File: src/rtl/ca_row_writer.sv
// ca_row_writer: elementary cellular-automaton generator that fills a 64x128-cell
// debug RAM one generation per row through a byte-wide write port.
//
// state   | meaning
// --------+------------------------------------------------------------
// S_IDLE  | waiting for start; outputs quiet
// S_WRITE | writing byte 'byte_q' of row 'row_q' from cur_q
// S_STEP  | one cycle: cur_q advances to the next generation
// S_DONE  | one-cycle done pulse after the final write of row 63
module ca_row_writer #(
    parameter int SEED_CELL = 64,
    parameter bit WRAP      = 1'b0
) (
    input  logic       clk,
    input  logic       rst,
    input  logic       start,
    input  logic [7:0] rule,
    output logic       ram_en,
    output logic [9:0] ram_addr,
    output logic [7:0] ram_data,
    output logic       busy,
    output logic       done
);

    typedef enum logic [1:0] {
        S_IDLE  = 2'd0,
        S_WRITE = 2'd1,
        S_STEP  = 2'd2,
        S_DONE  = 2'd3
    } state_t;

    localparam logic [127:0] SEED_ROW = 128'd1 << SEED_CELL;

    state_t         state_q, state_d;
    logic [127:0]   cur_q, cur_d;
    logic [5:0]     row_q, row_d;
    logic [3:0]     byte_q, byte_d;
    logic [7:0]     rule_q, rule_d;

    logic [129:0]   ext_row;
    logic [127:0]   next_gen;
    logic [7:0]     raw_byte;
    logic [7:0]     out_byte;

    // Neighbourhood evaluation; ext_row pads the row with the edge neighbours so
    // cell i sees {ext_row[i], ext_row[i+1], ext_row[i+2]} as {left, centre, right}.
    always_comb begin
        ext_row  = {(WRAP ? cur_q[0] : 1'b0), cur_q, (WRAP ? cur_q[127] : 1'b0)};
        next_gen = '0;
        for (int i = 0; i < 128; i++) begin
            next_gen[i] = rule_q[{ext_row[i], ext_row[i + 1], ext_row[i + 2]}];
        end
    end

    // Byte extraction: the lowest-numbered cell of a byte lands on bit 7.
    always_comb begin
        raw_byte = cur_q[{byte_q, 3'b000} +: 8];
        out_byte = '0;
        for (int j = 0; j < 8; j++) begin
            out_byte[j] = raw_byte[7 - j];
        end
    end

    // Next-state logic for the sequencer and its datapath registers.
    always_comb begin
        state_d = state_q;
        cur_d   = cur_q;
        row_d   = row_q;
        byte_d  = byte_q;
        rule_d  = rule_q;
        case (state_q)
            S_IDLE: begin
                if (start) begin
                    cur_d   = SEED_ROW;
                    row_d   = 6'd0;
                    byte_d  = 4'd0;
                    rule_d  = rule;
                    state_d = S_WRITE;
                end
            end
            S_WRITE: begin
                byte_d = byte_q + 4'd1;
                if (byte_q == 4'hF) begin
                    state_d = (row_q == 6'h3F) ? S_DONE : S_STEP;
                end
            end
            S_STEP: begin
                cur_d   = next_gen;
                row_d   = row_q + 6'd1;
                byte_d  = 4'd0;
                state_d = S_WRITE;
            end
            S_DONE: begin
                state_d = S_IDLE;
            end
            default: begin
                state_d = S_IDLE;
            end
        endcase
    end

    // State and datapath registers with synchronous reset.
    always_ff @(posedge clk) begin
        if (rst) begin
            state_q <= S_IDLE;
            cur_q   <= '0;
            row_q   <= '0;
            byte_q  <= '0;
            rule_q  <= '0;
        end else begin
            state_q <= state_d;
            cur_q   <= cur_d;
            row_q   <= row_d;
            byte_q  <= byte_d;
            rule_q  <= rule_d;
        end
    end

    // Outputs depend only on registered state; address and data are zero when not writing.
    always_comb begin
        ram_en   = (state_q == S_WRITE);
        ram_addr = ram_en ? {row_q, byte_q} : 10'd0;
        ram_data = ram_en ? out_byte : 8'd0;
        busy     = (state_q == S_WRITE) || (state_q == S_STEP);
        done     = (state_q == S_DONE);
    end

endmodule

File: config.mk
export PLATFORM = sky130hd
export DESIGN_NAME = ca_row_writer
export DESIGN_NICKNAME = d
export VERILOG_FILES = /design/src/rtl/ca_row_writer.sv
export SDC_FILE = /design/constraint.sdc
export NUM_CORES = 1
export LEC_CHECK = 0
export CAP_MARGIN = 20
export CORE_ASPECT_RATIO = 1.25
export CORE_MARGIN = 2
export CORE_UTILIZATION = 55
export CTS_CLUSTER_SIZE = 40
export DETAILED_ROUTE_END_ITERATION = 8
export GPL_TIMING_DRIVEN = 0
export PLACE_DENSITY = 0.7
export SYNTH_ARGS = -nofsm -noshare
export SYNTH_HDL_FRONTEND = slang
export SYNTH_SLANG_ARGS = --single-unit
File: constraint.sdc
create_clock -name clk -period 3.7 [get_ports clk]
set_input_delay 0.74 -clock clk [delete_from_list [all_inputs] [get_ports clk]]
set_output_delay 0.74 -clock clk [all_outputs]
set_load 0.01 [all_outputs]
==> results.md, run 1 <==
- GP Congestion: 0.9484
- Critical Path Fanout Max: 10
- Setup_tns: 0 ns
- Synth Area in Adders: less than 1%
- Status: completed
- Max-cap violations: 0
- Slew @ Worst Pin: 0.6103 ns
- PD cells: between 400 and 500 nW/µm²
- Commonest non-fill, non-tap cell in the layout: mux4_2
- Finished Core Util: between 60 and 70%
- Worst Setup Start Kind: register
- CTS Buffer Depth: 2
- Setup crit end kind: output pin
- CTS buffer count: 17
- Ant diodes: 0
- Syn_area_per_cell: approximately 11 µm²
- Post-DP HPWL: around 28000 µm
- First-pass GRT wire length: about 65000 µm
- Clock Latency Late Sink: 0.45 ns
- Initial antenna violation count: 0
- CTS tree: done
- WS Path Type: reg2out
- Tmin final: 3.543 ns
- R2R depth: 8
- Relative slew margins: 59.31%
- CTS root buf: clkbuf_16
- Hold WS: approximately 0.5 ns
- Synthesized instance count: between 1000 and 1500
- Peak VDD IR: roughly 0.0004 V
- Largest net degree at the start of global routing: 17
- Die width: 146.8 µm
- Starting Density: 55.81%
- Hold buffer count at cts: 0
- Antenna Nets Post-Route: 0
- H-tree lvl count: 4
- Area delta synth->final: 9.483%
- Die Y: between 150 and 200 µm
- Clock transition at path regs: about 0.070 ns
- Fin. Hold Viols: 0
- First-pass DRT Iterations: 7
- Mux cell area share after synthesis: between 40% and 50%
- Tcrit/Tclk final: 95.75%
- Most frequent cells in the layout: mux4_2 (223), clkbuf_1 (192), dfxtp_1 (148)
- Hold Path Depth: 2
- Layout cells sized above 1: about a quarter
- Post-Route WL: 40680 µm
- Setup-failing EPs final: 0
- Routed len/inst: around 24 µm
- Post-synth cell types: 39
- Post-synthesis xor/xnor area fraction: 0.2498%
- Port bufs: 30
- Simple-gate area share of the yosys netlist: just over 10%
- I/O Pins: 32
- CP arrival: 2.80 ns
- Die Area: ~27000 µm²
- Post-CTS Resized: 0
- DR vias/cell: between 6 and 7
- Hold Path Class: reg2reg
- Final Max Tran Viols: 0
- Syn Nets: around 1300
- WP data required: roughly 3.0 ns
- # rows: between 60 and 70
- # placed instances: roughly 1700
- Setup bufs post-CTS: 0
- Synth Area in Compound Gates: ~11%
- Vias in the first global route: 11290
- Clk_skew: around 0.012 ns
- Fmax: roughly 280 MHz
- Grt total ovfl: 0
- Final net count: between 1000 and 1500
- Static leakage: 0.004621 µW
- CORE AREA: around 25000 µm²
- Register bit total from synthesis: 148
- Initial DRC count: roughly 1100
- # DRC: 0
- Sequential fraction of the synthesis area: a little over a fifth
- Clk sinks: 148
- RSZ-0062 raised after global routing: false
- Cell Area, Synth: around 14000 µm²
- Largest family of logic cells by synthesized area: multiplexers
- Gr usage total: between 30% and 40%
- Cell Count, Final, Fillers Out: approximately 1700
- Syn. warnings: 0
- Vias: ~12000
## where the power goes
part / leakage (µW) / internal [µW] / switching (µW)
Sequential: 0.00120 / 1740 / 55.6
Combinational: 0.00312 / 1540 / 2210
Clock: 0.000305 / 1150 / 745
## cells by family (layout without fill, tap and decap cells)
group | Yosys count | count (layout)
mux | 312 | 312
compound gates | 305 | 305
buf+inv | 303 | 363
simple gates | 229 | 229
flops | 148 | 148
fa+ha+maj | 6 | 6
xor+xnor | 4 | 4
## path summary, 6_finish.rpt
kind | startpoint | slack [ns] | endpoint
setup / recovery | byte_q[0] | 0.16 | ram_data[4]
hold / removal | row_q[0] | 0.51 | row_q[0]
setup reg to reg | state_q[0] | 1.44 | cur_q[62]
hold reg to reg | row_q[0] | 0.51 | row_q[0]
## synth_stat cells
cell,n,share of area [%]
nand2b_1,9,0.40
and4_1,1,0.062
mux2i_1,49,3.5
a211oi_1,4,0.21
o21bai_2,1,0.080
buf_6,13,1.0
nand2_2,1,0.045
a21oi_1,145,5.2
clkbuf_2,15,0.54
nand3b_1,120,6.4
a32oi_1,2,0.12
xor2_1,4,0.25
nand3_1,15,0.54
buf_1,39,1.0
o21ai_0,14,0.50
nand2_1,38,1.0
ha_1,6,0.54
nor3b_1,1,0.054
nor2_1,20,0.54
o31ai_1,1,0.054
a22oi_1,22,1.2
nand4_1,3,0.13
nor4b_1,1,0.062
mux2_2,1,0.080
nor3_1,2,0.071
nor2b_1,5,0.22
dfxtp_1,148,21
buf_12,2,0.29
o21ai_1,115,4.1
inv_1,2,0.054
buf_2,32,1.1
clkbuf_1,192,5.1
buf_4,6,0.32
mux4_1,39,7.3
and2_1,12,0.54
and3_1,1,0.045
buf_8,2,0.21
mux4_2,223,36
a21boi_0,1,0.054
## layout make-up
cell class              instances  area [µm²]
plain buffers                 300        1360
clock inverters                11       157.7
clock buffers                  20       456.7
well taps                     335       419.2
inverters                       2       7.507
repair buffers                 30       300.3
fillers                      2070        9774
flip-flops and latches        148        2963
multi-input cells             856        9692
## metrics by stage
stage,power (µW),setup slack (ns),cell area (µm²)
floorplan,4561,1.441,14030
CTS,7379,0.09163,15360
global route,7771,0.03056,15360
finish,7445,0.1574,15360
detailed placement,5499,0.5763,14750
global placement,5433,0.5741,14750
## worst max-delay path: stages, from the launching register on
cell and delay [ns]:
dfxtp_1 0.36, buf_6 0.16, buf_12 0.15, buf_12 0.16, mux2i_1 0.10, a22oi_1 0.38
nand3_1 0.15, a21oi_1 0.30, clkdlybuf4s50_1 0.60
## registers in the layout, summed over array words and instances (netlist names)
register  count
rule_q        8
cur_q       128
byte_q        4
row_q         6
state_q       2
## layer usage
metal  GRT usage [%]  part of all wire (%)  up-vias  wire length (µm)
li1                -                     -     5138                 -
met1           43.20                    39     5933             15910
met2           49.75                    49      591             19740
met3           4.350                   8.1       96              3314
met4           13.20                   4.2        0              1709
met5               0                     0        -                 0
Power figures use the tool's default switching activity.
==> run 2: changes to the inputs <==
--- a/config.mk
+++ b/config.mk
@@ -9,6 +9,7 @@
 export CORE_ASPECT_RATIO = 1.25
 export CORE_MARGIN = 2
 export CORE_UTILIZATION = 55
+export CTS_BUF_LIST = sky130_fd_sc_hd__clkbuf_8
 export CTS_CLUSTER_SIZE = 40
 export DETAILED_ROUTE_END_ITERATION = 8
 export GPL_TIMING_DRIVEN = 0
==> run 2 against run 1 <==
Final area fell by 1.2%. Setup slack got worse by 0.015 ns. First-iteration DRC count rose by 0.80%. Routed wire length down 0.14%. Final cell count stayed put. Clock power decreased by 24%. Global-route usage decreased by 0.12 points. Clock-buffer cell count is 1 lower.
==> results.md, run 2 (synthesized netlist as in run 1, its figures left out) <==
- Tcrit/Tclk final: between 90% and 100%
- Initial antenna violation count: 0
- Ant diodes: 0
- Cell mode on critical path: buf_12
- CORE AREA: around 25000 µm²
- Clk_skew: 0.01650 ns
- Fmax: between 200 and 300 MHz
- CP delay by family, top: buffers and inverters
- CP arrival: between 2 and 3 ns
- Clk sinks: around 150
- CTS tree: done
- First-pass DRT Iterations: 5
- Cell Count, Final, Fillers Out: approximately 1700
- Hold buffer count at cts: 0
- Grt total ovfl: 0
- DP Area: between 10000 and 15000 µm²
- Port bufs: 30
- Final Max Tran Viols: 0
- Setup crit end kind: output pin
- Initial DRC count: roughly 1100
- CTS buffer count: 17
- WP buf/inv: 4
- Vias: ~12000
- Peak VDD IR: between 0.0003 and 0.0004 V
- Area delta synth->final: 8.135%
- Tmin final: ~3.6 ns
- Critical Path Fanout Max: 10
- Post-DP HPWL: 28120 µm
- Slew @ Worst Pin: roughly 0.6 ns
- Setup bufs post-CTS: 0
- Largest net degree at the start of global routing: 17
- CP max-delay cell: clkdlybuf4s50_1
- Die Y: between 150 and 200 µm
- I/O Pins: 32
- Die Area: 26800 µm²
- Largest Register: cur_q
- CTS root buf: clkbuf_8
- Final net count: 1372
- PD cells: about 460 nW/µm²
- Setup_tns: 0 ns
- Antenna Nets Post-Route: 0
- GP Congestion: roughly 0.95
- R2R depth: 8
- Max reg flops: 128
- Post-CTS Resized: 0
- Post-Route WL: 40620 µm
- Largest registers: cur_q (128), rule_q (8), row_q (6)
- Max-cap violations: 0
- Post-route design area: between 15000 and 20000 µm²
- Crit path launch: byte_q[0]
- RSZ-0062 raised after global routing: false
- CP Cell Sequence: buf_6 > buf_12 > buf_12 > mux2i_1 > a22oi_1 > nand3_1 > a21oi_1 > clkdlybuf4s50_1
- DR vias/cell: between 6 and 7
- # DRC: 0
- Hold Path Depth: 2
- Commonest non-fill, non-tap cell in the layout: mux4_2
- Starting Density: between 50% and 60%
- Setup-failing EPs final: 0
- Routed len/inst: ~24 µm
- Status: completed
- Die width: between 100 and 150 µm
- Gr usage total: about 31%
- WS Path Type: reg2out
- Worst Setup Start Kind: register
- Stages on the worst setup path: 8
- Fin. Hold Viols: 0
- Clock Latency Late Sink: approximately 0.50 ns
- Critical hold path startpoint: row_q[0]
- # rows: 65
- R2R Setup Slk: 1.45 ns
- H-tree lvl count: 4
- Static leakage: ~0.0045 µW
- Hold Path Class: reg2reg
- Most frequent cells in the layout: mux4_2 (223), clkbuf_1 (191), dfxtp_1 (148)
- Clock transition at path regs: 0.09 ns
- R2r startpoint: state_q[1]
- First-pass GRT wire length: around 65000 µm
- Relative slew margins: 59.99%
- WP data required: just under 3 ns
- Vias in the first global route: 11240
- Layout cells sized above 1: 23.92%
- Hold WS: roughly 0.51 ns
- # placed instances: 1672
- CTS Buffer Depth: 2
- CP max stage delay: roughly 0.60 ns
run 2: cell count changes in the layout (fill, tap and decap cells not counted):
cell	previous run	this run
clkbuf_16	17	0
clkbuf_8	2	19
clkbuf_1	192	191
ha_1	6	5
ha_2	0	1
inv_1	2	3
run 2: path summary, 6_finish.rpt:
kind | endpoint
worst min-delay path | row_q[0]
worst max-delay path | ram_data[4]
worst min register to register | row_q[0]
worst max register to register | cur_q[62]
run 2: worst register-to-register path: stages, from the launching register on:
cell and delay (ns):
dfxtp_1 0.35, inv_1 0.09, ha_1 0.14, buf_4 0.15
nand2_2 0.14, o21bai_2 0.24, buf_2 0.41, clkbuf_1 0.49
a21oi_1 0.10
run 2: report_power, final:
part | switching (µW) | internal, µW
clock | 688 | 757
sequential | 54.8 | 1740
combinational | 2210 | 1540
run 2: through the flow:
stage,util [%],setup slack [ns],total power [µW]
3_3_place_gp,58.68,0.5741,5433
3_5_place_dp,58.68,0.5763,5499
4_1_cts,60.36,0.03163,6921
2_1_floorplan,-,1.441,4561
5_1_grt,60.35,0.02543,7318
6_report,60.35,0.1427,6986
run 2: per-layer routing:
| layer | GRT usage [%] | vias to the layer above | part of all wire, % |
|---|---|---|---|
| met5 | 0 | - | 0 |
| met4 | 12.78 | 0 | 4.0 |
| met3 | 5.000 | 85 | 7.4 |
| met2 | 49.41 | 516 | 49 |
| met1 | 42.90 | 5961 | 40 |
| li1 | - | 5127 | - |
run 2: area by class of cell:
type	instances	area, µm²
Buffer	300	1360
Clock buffer	19	261.5
Clock inverter	12	161.4
Fill cell	2101	9963
Inverter	2	7.507
Multi-Input combinational cell	856	9694
Sequential cell	148	2963
Tap cell	335	419.2
Timing Repair Buffer	30	300.3
